<file path="src/rtl/i2c_pkg.sv">
// Shared types and constants for the I2C master: FSM state encoding,
// quarter-phase indices, ACK/NACK bit values and the pad-level decode.
package i2c_pkg;

  typedef enum logic [2:0] {
    ST_IDLE   = 3'd0,
    ST_START  = 3'd1,
    ST_RSTART = 3'd2,
    ST_BIT    = 3'd3,
    ST_ACK    = 3'd4,
    ST_STOP   = 3'd5,
    ST_HOLD   = 3'd6
  } state_e;

  // Each bus phase is split into four quarters of CLK_DIV clocks.
  localparam logic [1:0] Q0 = 2'd0;
  localparam logic [1:0] Q1 = 2'd1;
  localparam logic [1:0] Q2 = 2'd2;
  localparam logic [1:0] Q3 = 2'd3;

  localparam logic ACK  = 1'b0;
  localparam logic NACK = 1'b1;

  typedef struct packed {
    logic scl;      // SCL level driven by the master
    logic sda_rel;  // 1 = SDA released, 0 = SDA pulled low
  } pad_t;

  // Pad levels for a given phase/quarter. Evaluated on next-state values so
  // the pad flops change on the same edge as the state they belong to.
  function automatic pad_t pad_levels(input state_e st, input logic [1:0] q,
                                      input logic rd, input logic txbit,
                                      input logic nack_out);
    pad_t p;
    p.scl     = 1'b1;
    p.sda_rel = 1'b1;
    case (st)
      ST_START: begin
        p.sda_rel = (q == Q0) || (q == Q1);
      end
      ST_RSTART: begin
        p.scl     = (q != Q0);
        p.sda_rel = (q == Q0) || (q == Q1);
      end
      ST_BIT: begin
        p.scl     = q[1];
        p.sda_rel = rd ? 1'b1 : txbit;
      end
      ST_ACK: begin
        p.scl     = q[1];
        p.sda_rel = rd ? nack_out : 1'b1;
      end
      ST_STOP: begin
        p.scl     = (q != Q0);
        p.sda_rel = q[1];
      end
      ST_HOLD: begin
        p.scl     = 1'b0;
      end
      default: begin
        p.scl     = 1'b1;
        p.sda_rel = 1'b1;
      end
    endcase
    return p;
  endfunction

endpackage

</file>
<file path="src/rtl/i2c_master_qtick.sv">
// Quarter-period timebase: counts 0..CLK_DIV-1 while run is high and
// pulses tick on the wrap clock. freeze holds the count (clock stretching).
module i2c_master_qtick #(
  parameter int CLK_DIV = 10
) (
  input  logic clk,
  input  logic rst,
  input  logic run,
  input  logic freeze,
  output logic tick
);

  localparam int W = $clog2(CLK_DIV);
  localparam logic [W-1:0] LAST = W'(CLK_DIV - 1);

  logic [W-1:0] cnt_q, cnt_d;

  // Next count: cleared when idle, held while frozen, wraps at LAST.
  always_comb begin
    cnt_d = cnt_q;
    if (!run) begin
      cnt_d = '0;
    end else if (!freeze) begin
      cnt_d = (cnt_q == LAST) ? '0 : cnt_q + W'(1);
    end
  end

  // Count register.
  always_ff @(posedge clk or posedge rst) begin
    if (rst) cnt_q <= '0;
    else     cnt_q <= cnt_d;
  end

  assign tick = run && !freeze && (cnt_q == LAST);

endmodule

</file>
<file path="src/rtl/i2c_master.sv">
// Single-master I2C initiator. Executes one byte command at a time:
// optional START / repeated START, 8 data bits MSB first, ACK phase,
// optional STOP. SDA is open-drain through SDA_in_en / SDA_o.
// Optional slave clock stretching is compiled in with I2C_CLK_STRETCH_EN.
//
// Command handshake: a command transfers on a rising clk edge where
// cmd_valid && cmd_ready. cmd_ready is high only in IDLE and HOLD, so a
// held cmd_valid is not taken again until the running command completes
// (rsp_valid). rsp_valid is a one-cycle pulse with no back-pressure.
module i2c_master
  import i2c_pkg::*;
#(
  parameter int CLK_DIV = 10
) (
  input  logic       clk,
  input  logic       rst,
  input  logic       cmd_valid,
  output logic       cmd_ready,
  input  logic       cmd_start,
  input  logic       cmd_stop,
  input  logic       cmd_read,
  input  logic [7:0] cmd_wdata,
  input  logic       cmd_nack_out,
  output logic       rsp_valid,
  output logic [7:0] rsp_rdata,
  output logic       rsp_nack,
  output logic       busy,
  output logic       SCL_o,
  input  logic       SCL_i,
  input  logic       SDA_i,
  output logic       SDA_in_en,
  output logic       SDA_o,
  output logic [2:0] dbg_state_o
);

  state_e     state_q, state_d;
  logic [1:0] qtr_q, qtr_d;
  logic [2:0] bit_q, bit_d;
  logic [7:0] sh_q, sh_d;
  logic       rd_q, rd_d;
  logic       stop_q, stop_d;
  logic       nko_q, nko_d;
  logic       ackbit_q, ackbit_d;
  logic       busy_q, busy_d;
  logic       rsp_valid_q, rsp_valid_d;
  logic [7:0] rsp_rdata_q, rsp_rdata_d;
  logic       rsp_nack_q, rsp_nack_d;
  logic       scl_q, scl_d;
  logic       sda_rel_q, sda_rel_d;
  logic       done;
  pad_t       pads_d;

  logic run;
  logic freeze;
  logic tick;

  assign run = (state_q != ST_IDLE) && (state_q != ST_HOLD);

`ifdef I2C_CLK_STRETCH_EN
  // While we release SCL high but the pad still reads low, a slave is
  // stretching the clock: hold the quarter count until SCL really rises.
  assign freeze = scl_q & ~SCL_i;
`else
  logic scl_unused;
  assign scl_unused = SCL_i;
  assign freeze     = 1'b0;
`endif

  i2c_master_qtick #(.CLK_DIV(CLK_DIV)) u_qtick (
    .clk    (clk),
    .rst    (rst),
    .run    (run),
    .freeze (freeze),
    .tick   (tick)
  );

  // Next-state, datapath and pad-level decode for the byte sequencer.
  always_comb begin
    state_d     = state_q;
    qtr_d       = qtr_q;
    bit_d       = bit_q;
    sh_d        = sh_q;
    rd_d        = rd_q;
    stop_d      = stop_q;
    nko_d       = nko_q;
    ackbit_d    = ackbit_q;
    busy_d      = busy_q;
    rsp_valid_d = 1'b0;
    rsp_rdata_d = rsp_rdata_q;
    rsp_nack_d  = rsp_nack_q;
    done        = 1'b0;

    case (state_q)
      ST_IDLE, ST_HOLD: begin
        if (cmd_valid) begin
          // From IDLE the bus is not ours yet, so a START is always issued.
          if (state_q == ST_IDLE)  state_d = ST_START;
          else if (cmd_start)      state_d = ST_RSTART;
          else                     state_d = ST_BIT;
          qtr_d  = Q0;
          bit_d  = 3'd7;
          sh_d   = cmd_wdata;
          rd_d   = cmd_read;
          stop_d = cmd_stop;
          nko_d  = cmd_nack_out;
          busy_d = 1'b1;
        end
      end
      ST_START, ST_RSTART: begin
        if (tick) begin
          qtr_d = qtr_q + 2'd1;
          if (qtr_q == Q3) state_d = ST_BIT;
        end
      end
      ST_BIT: begin
        if (tick) begin
          qtr_d = qtr_q + 2'd1;
          if ((qtr_q == Q2) && rd_q) sh_d = {sh_q[6:0], SDA_i};
          if (qtr_q == Q3) begin
            if (!rd_q) sh_d = {sh_q[6:0], 1'b0};
            if (bit_q == 3'd0) state_d = ST_ACK;
            else               bit_d   = bit_q - 3'd1;
          end
        end
      end
      ST_ACK: begin
        if (tick) begin
          qtr_d = qtr_q + 2'd1;
          if ((qtr_q == Q2) && !rd_q) ackbit_d = SDA_i;
          if (qtr_q == Q3) begin
            if (stop_q) begin
              state_d = ST_STOP;
            end else begin
              state_d = ST_HOLD;
              done    = 1'b1;
            end
          end
        end
      end
      ST_STOP: begin
        if (tick) begin
          qtr_d = qtr_q + 2'd1;
          if (qtr_q == Q3) begin
            state_d = ST_IDLE;
            busy_d  = 1'b0;
            done    = 1'b1;
          end
        end
      end
      default: begin
        state_d = ST_IDLE;
        busy_d  = 1'b0;
      end
    endcase

    // A slave NACK is only reported; the command always runs to the end.
    if (done) begin
      rsp_valid_d = 1'b1;
      rsp_nack_d  = rd_q ? nko_q : ackbit_q;
      if (rd_q) rsp_rdata_d = sh_q;
    end

    pads_d    = pad_levels(state_d, qtr_d, rd_d, sh_d[7], nko_d);
    scl_d     = pads_d.scl;
    sda_rel_d = pads_d.sda_rel;
  end

  // State and datapath registers; reset releases both bus lines at once.
  always_ff @(posedge clk or posedge rst) begin
    if (rst) begin
      state_q     <= ST_IDLE;
      qtr_q       <= Q0;
      bit_q       <= 3'd7;
      sh_q        <= 8'h00;
      rd_q        <= 1'b0;
      stop_q      <= 1'b0;
      nko_q       <= NACK;
      ackbit_q    <= ACK;
      busy_q      <= 1'b0;
      rsp_valid_q <= 1'b0;
      rsp_rdata_q <= 8'h00;
      rsp_nack_q  <= 1'b0;
      scl_q       <= 1'b1;
      sda_rel_q   <= 1'b1;
    end else begin
      state_q     <= state_d;
      qtr_q       <= qtr_d;
      bit_q       <= bit_d;
      sh_q        <= sh_d;
      rd_q        <= rd_d;
      stop_q      <= stop_d;
      nko_q       <= nko_d;
      ackbit_q    <= ackbit_d;
      busy_q      <= busy_d;
      rsp_valid_q <= rsp_valid_d;
      rsp_rdata_q <= rsp_rdata_d;
      rsp_nack_q  <= rsp_nack_d;
      scl_q       <= scl_d;
      sda_rel_q   <= sda_rel_d;
    end
  end

  assign cmd_ready   = (state_q == ST_IDLE) || (state_q == ST_HOLD);
  assign rsp_valid   = rsp_valid_q;
  assign rsp_rdata   = rsp_rdata_q;
  assign rsp_nack    = rsp_nack_q;
  assign busy        = busy_q;
  assign SCL_o       = scl_q;
  assign SDA_in_en   = sda_rel_q;
  assign SDA_o       = 1'b0;
  assign dbg_state_o = state_q;

endmodule

</file>
<file path="config.mk">
export PLATFORM = sky130hd
export DESIGN_NAME = i2c_master
export DESIGN_NICKNAME = d
export VERILOG_FILES = /design/src/rtl/i2c_pkg.sv /design/src/rtl/i2c_master_qtick.sv /design/src/rtl/i2c_master.sv
export SDC_FILE = /design/constraint.sdc
export NUM_CORES = 1
export LEC_CHECK = 0
export BUFFER_PORTS_ARGS = -buffer_cell sky130_fd_sc_hd__buf_4
export CORE_MARGIN = 3
export CORE_UTILIZATION = 47
export DETAILED_ROUTE_END_ITERATION = 16
export PLACE_DENSITY = 0.67
export SYNTH_ARGS = -nofsm -noshare
export SYNTH_HDL_FRONTEND = slang
export SYNTH_SLANG_ARGS = --single-unit
</file>
<file path="constraint.sdc">
create_clock -name clk -period 2.2 [get_ports clk]
set_input_delay 0 -clock clk [delete_from_list [all_inputs] [get_ports clk]]
set_output_delay 0 -clock clk [all_outputs]
set_load 0.02 [all_outputs]
</file>
==> impl_results.md <==
- Crit-path cells: and4bb_1, o211ai_1, a21oi_2, o21ba_2, a311o_2, nand4_1
- Layout cells sized above 1: 31.0%
- Critical path peak fanout: 8
- Total CTS buffers: 5
- Initial DRC count: 106
- Final Hold Viols: 0
- Total track usage: 20.9%
- Seq/Total Area, Yosys: 44.2%
- Die Y: 73.1 µm
- Total of max-cap violations: 0
- Synth Cell Area: 0.00211 mm²
- Total negative slack: 0 ps
- CTS sink count: 37
- Mapped Cells: 214
- Site Rows: 23
- CTS tree: done
- Main synth FF type: dfrtp_1
- Drt pass-1 iters: 4
- Detailed Route WL: 4960 µm
- Buffers and inverters on the worst path: 0
- Starting Density: 50.6%
- Number of global-route vias before repair: 1693
- Lkg Pwr: 1.24 nW
- FFs w/ async S/R, synth: 100%
- Antenna violations before repair: 0
- Post-synth EDFFs: 0
- Critical path type: reg -> reg
- Largest net degree at the start of global routing: 38
- Syn Nets: 235
- Minimum clock period: 2060 ps
- Layout net count: 289
- GRT Max-Usage Layer: met2
- Root buf cell: clkbuf_8
- Avg Vias per Cell: 5.54
- Final Util: 64.0%
- Slowest cell delay on critical path: 480 ps
- Synthesized flop and latch total: 37
- H-tree level count: 2
- Worst endpoint required time: 2420 ps
- Input/output buffers: 32
- Global route total overflow: 0
- Core Region: 0.00417 mm²
- VDD IR-drop max: 492 µV
- Final ANT Viol Nets: 0
- DRC viols: 0
- Syn Area/Cell: 9.88 µm²
- P per Cell Area: 617 mW/mm²
- Overall die width: 73.1 µm
- CP Launch Type: flip-flop
- RSZ-0062 raised after global routing: false
- Global-route wire length before repair: 8480 µm
- DR vias: 1762
- Seq. cell area: 935 µm²
- Count of different cell masters after synthesis: 59
- Final setup vio count: 0
- Fmax: 484 MHz
- N_diodes: 0
- Status: completed
- Multi-input logic area: 0.00107 mm²
- Met1 Usage GRT: 29.3%
- Fin. max-slew vios: 0
- Most frequent cells in the layout: 48 x buf_4, 30 x dfrtp_1, 24 x nand2_1, 15 x nor2_1, 12 x inv_1
- CTS max path bufs: 2
- Most common cell after layout, fill and taps aside: buf_4
- CP max stage cell: and4bb_1
- Area delta synth->final: 26.3%
- Routability cong.: 0.886
- Fill count: 365
- Hold Crit Class: in -> reg
- CP Capture Type: flip-flop
- CP arrival: 2290 ps
- CTS clk-pin slew, worst paths: 70 ps
- Clock Latency Late Sink: 280 ps
- Die area: 0.00534 mm²
- Largest delay share family, worst path: compound AO/OA/AOI/OAI gates
- Final HPWL DP: 3530 µm
- Setup bufs post-CTS: 0
- WL/cell: 15.6 µm
- Met3 global-route usage: 4.13%
- GR Util met2: 32.4%
- Warnings from Yosys: 0
- Tcrit/Tclk final: 93.8%
- IO Count: 35
- Clk_skew: 3.53 ps
-- worst register-to-register path, cell delays in order (launching register included) --
cell      delay, ps
dfrtp_1         410
and4bb_1        480
o211ai_1        160
a21oi_2         330
o21ba_2         210
a311o_2         340
nand4_1          70
-- per-stage QoR --
step	instances	worst slack (ps)	hold slack (ps)	area [µm²]	total power (W)
after floorplan	214	127	105	2110	0.00104
after global placement	300	149	147	2460	0.00115
after detailed placement	300	114	146	2460	0.00116
after CTS	318	104	27.6	2660	0.00166
after global routing	318	10.5	42.4	2670	0.00176
final	318	136	25.1	2670	0.00165
-- flip-flops by register name, summed over array words and instances, names as in the netlist --
signal	flops
rsp_nack	1
rsp_valid	1
SCL_o	1
rsp_rdata	8
qtr_q	2
rd_q	1
bit_q	3
stop_q	1
busy	1
sh_q	8
dbg_state_o	3
u_qtick.cnt_q	4
ackbit_q	1
SDA_in_en	1
nko_q	1
-- worst paths after layout --
kind / from / end / slack (ps) / depth (start not counted)
max: u_qtick.cnt_q[2] / SDA_in_en / 140 / 6
min: cmd_wdata[0] / sh_q[0] / 30 / 3
max reg2reg: u_qtick.cnt_q[2] / SDA_in_en / 140 / 6
min reg2reg: nko_q / nko_q / 490 / 2
max in group asynchronous: rst / dbg_state_o[0] / 1460 / 4
min in group asynchronous: rst / rsp_rdata[4] / 380 / 4
-- routing by layer --
layer,up-vias,share of wire (%)
met3,4,3.8
li1,869,-
met1,855,47
met2,34,48
met4,0,1.1
met5,-,0
-- where the power goes --
part	total [W]	internal (W)	switching (W)
Clock	0.000481	0.000248	0.000234
Combinational	0.000330	0.000166	0.000163
Sequential	0.000837	0.000761	0.0000760
Total	0.00165	0.00117	0.000473
-- cell usage after synthesis, types with 4 or more instances --
| cell type | instances | area (µm²) |
|---|---|---|
| a21oi_1 | 9 | 45.0 |
| a22oi_1 | 7 | 52.6 |
| buf_2 | 8 | 40.0 |
| dfrtp_1 | 31 | 776 |
| dfstp_2 | 6 | 158 |
| ha_1 | 4 | 50.1 |
| inv_1 | 12 | 45.0 |
| mux2_2 | 9 | 101 |
| mux2i_1 | 5 | 50.1 |
| nand2_1 | 25 | 93.8 |
| nand2b_1 | 7 | 43.8 |
| nand3_1 | 4 | 20.0 |
| nand3b_1 | 4 | 30.0 |
| nor2_1 | 15 | 56.3 |
| o21ai_0 | 10 | 50.1 |
-- kinds of logic after synthesis --
kind of cell	Yosys count	synth area share (%)
buffers and inverters	24	5.62
DFF	37	44.2
xor gates and xnor gates	2	0.829
muxes	15	7.87
adders and majority gates	4	2.37
and+or+nand+nor	73	18.3
other	1	0.177
AOI/OAI and AO/OA	58	20.7
-- timing repair --
item,4_1_cts,5_1_grt
resized for setup,0,3
hold buffers,11,0
setup endpoints to repair,0,7
endpoints found under the hold margin,42,0
-- layout make-up --
type	count	area share [%]
multi-input cells	153	39.9
flip-flops and latches	37	35.0
repair buffers	59	17.6
clock buffers	6	3.09
well taps	50	2.34
inverters	12	1.69
clock inverters	1	0.281
No activity file was read; power rests on OpenSTA's default activity.
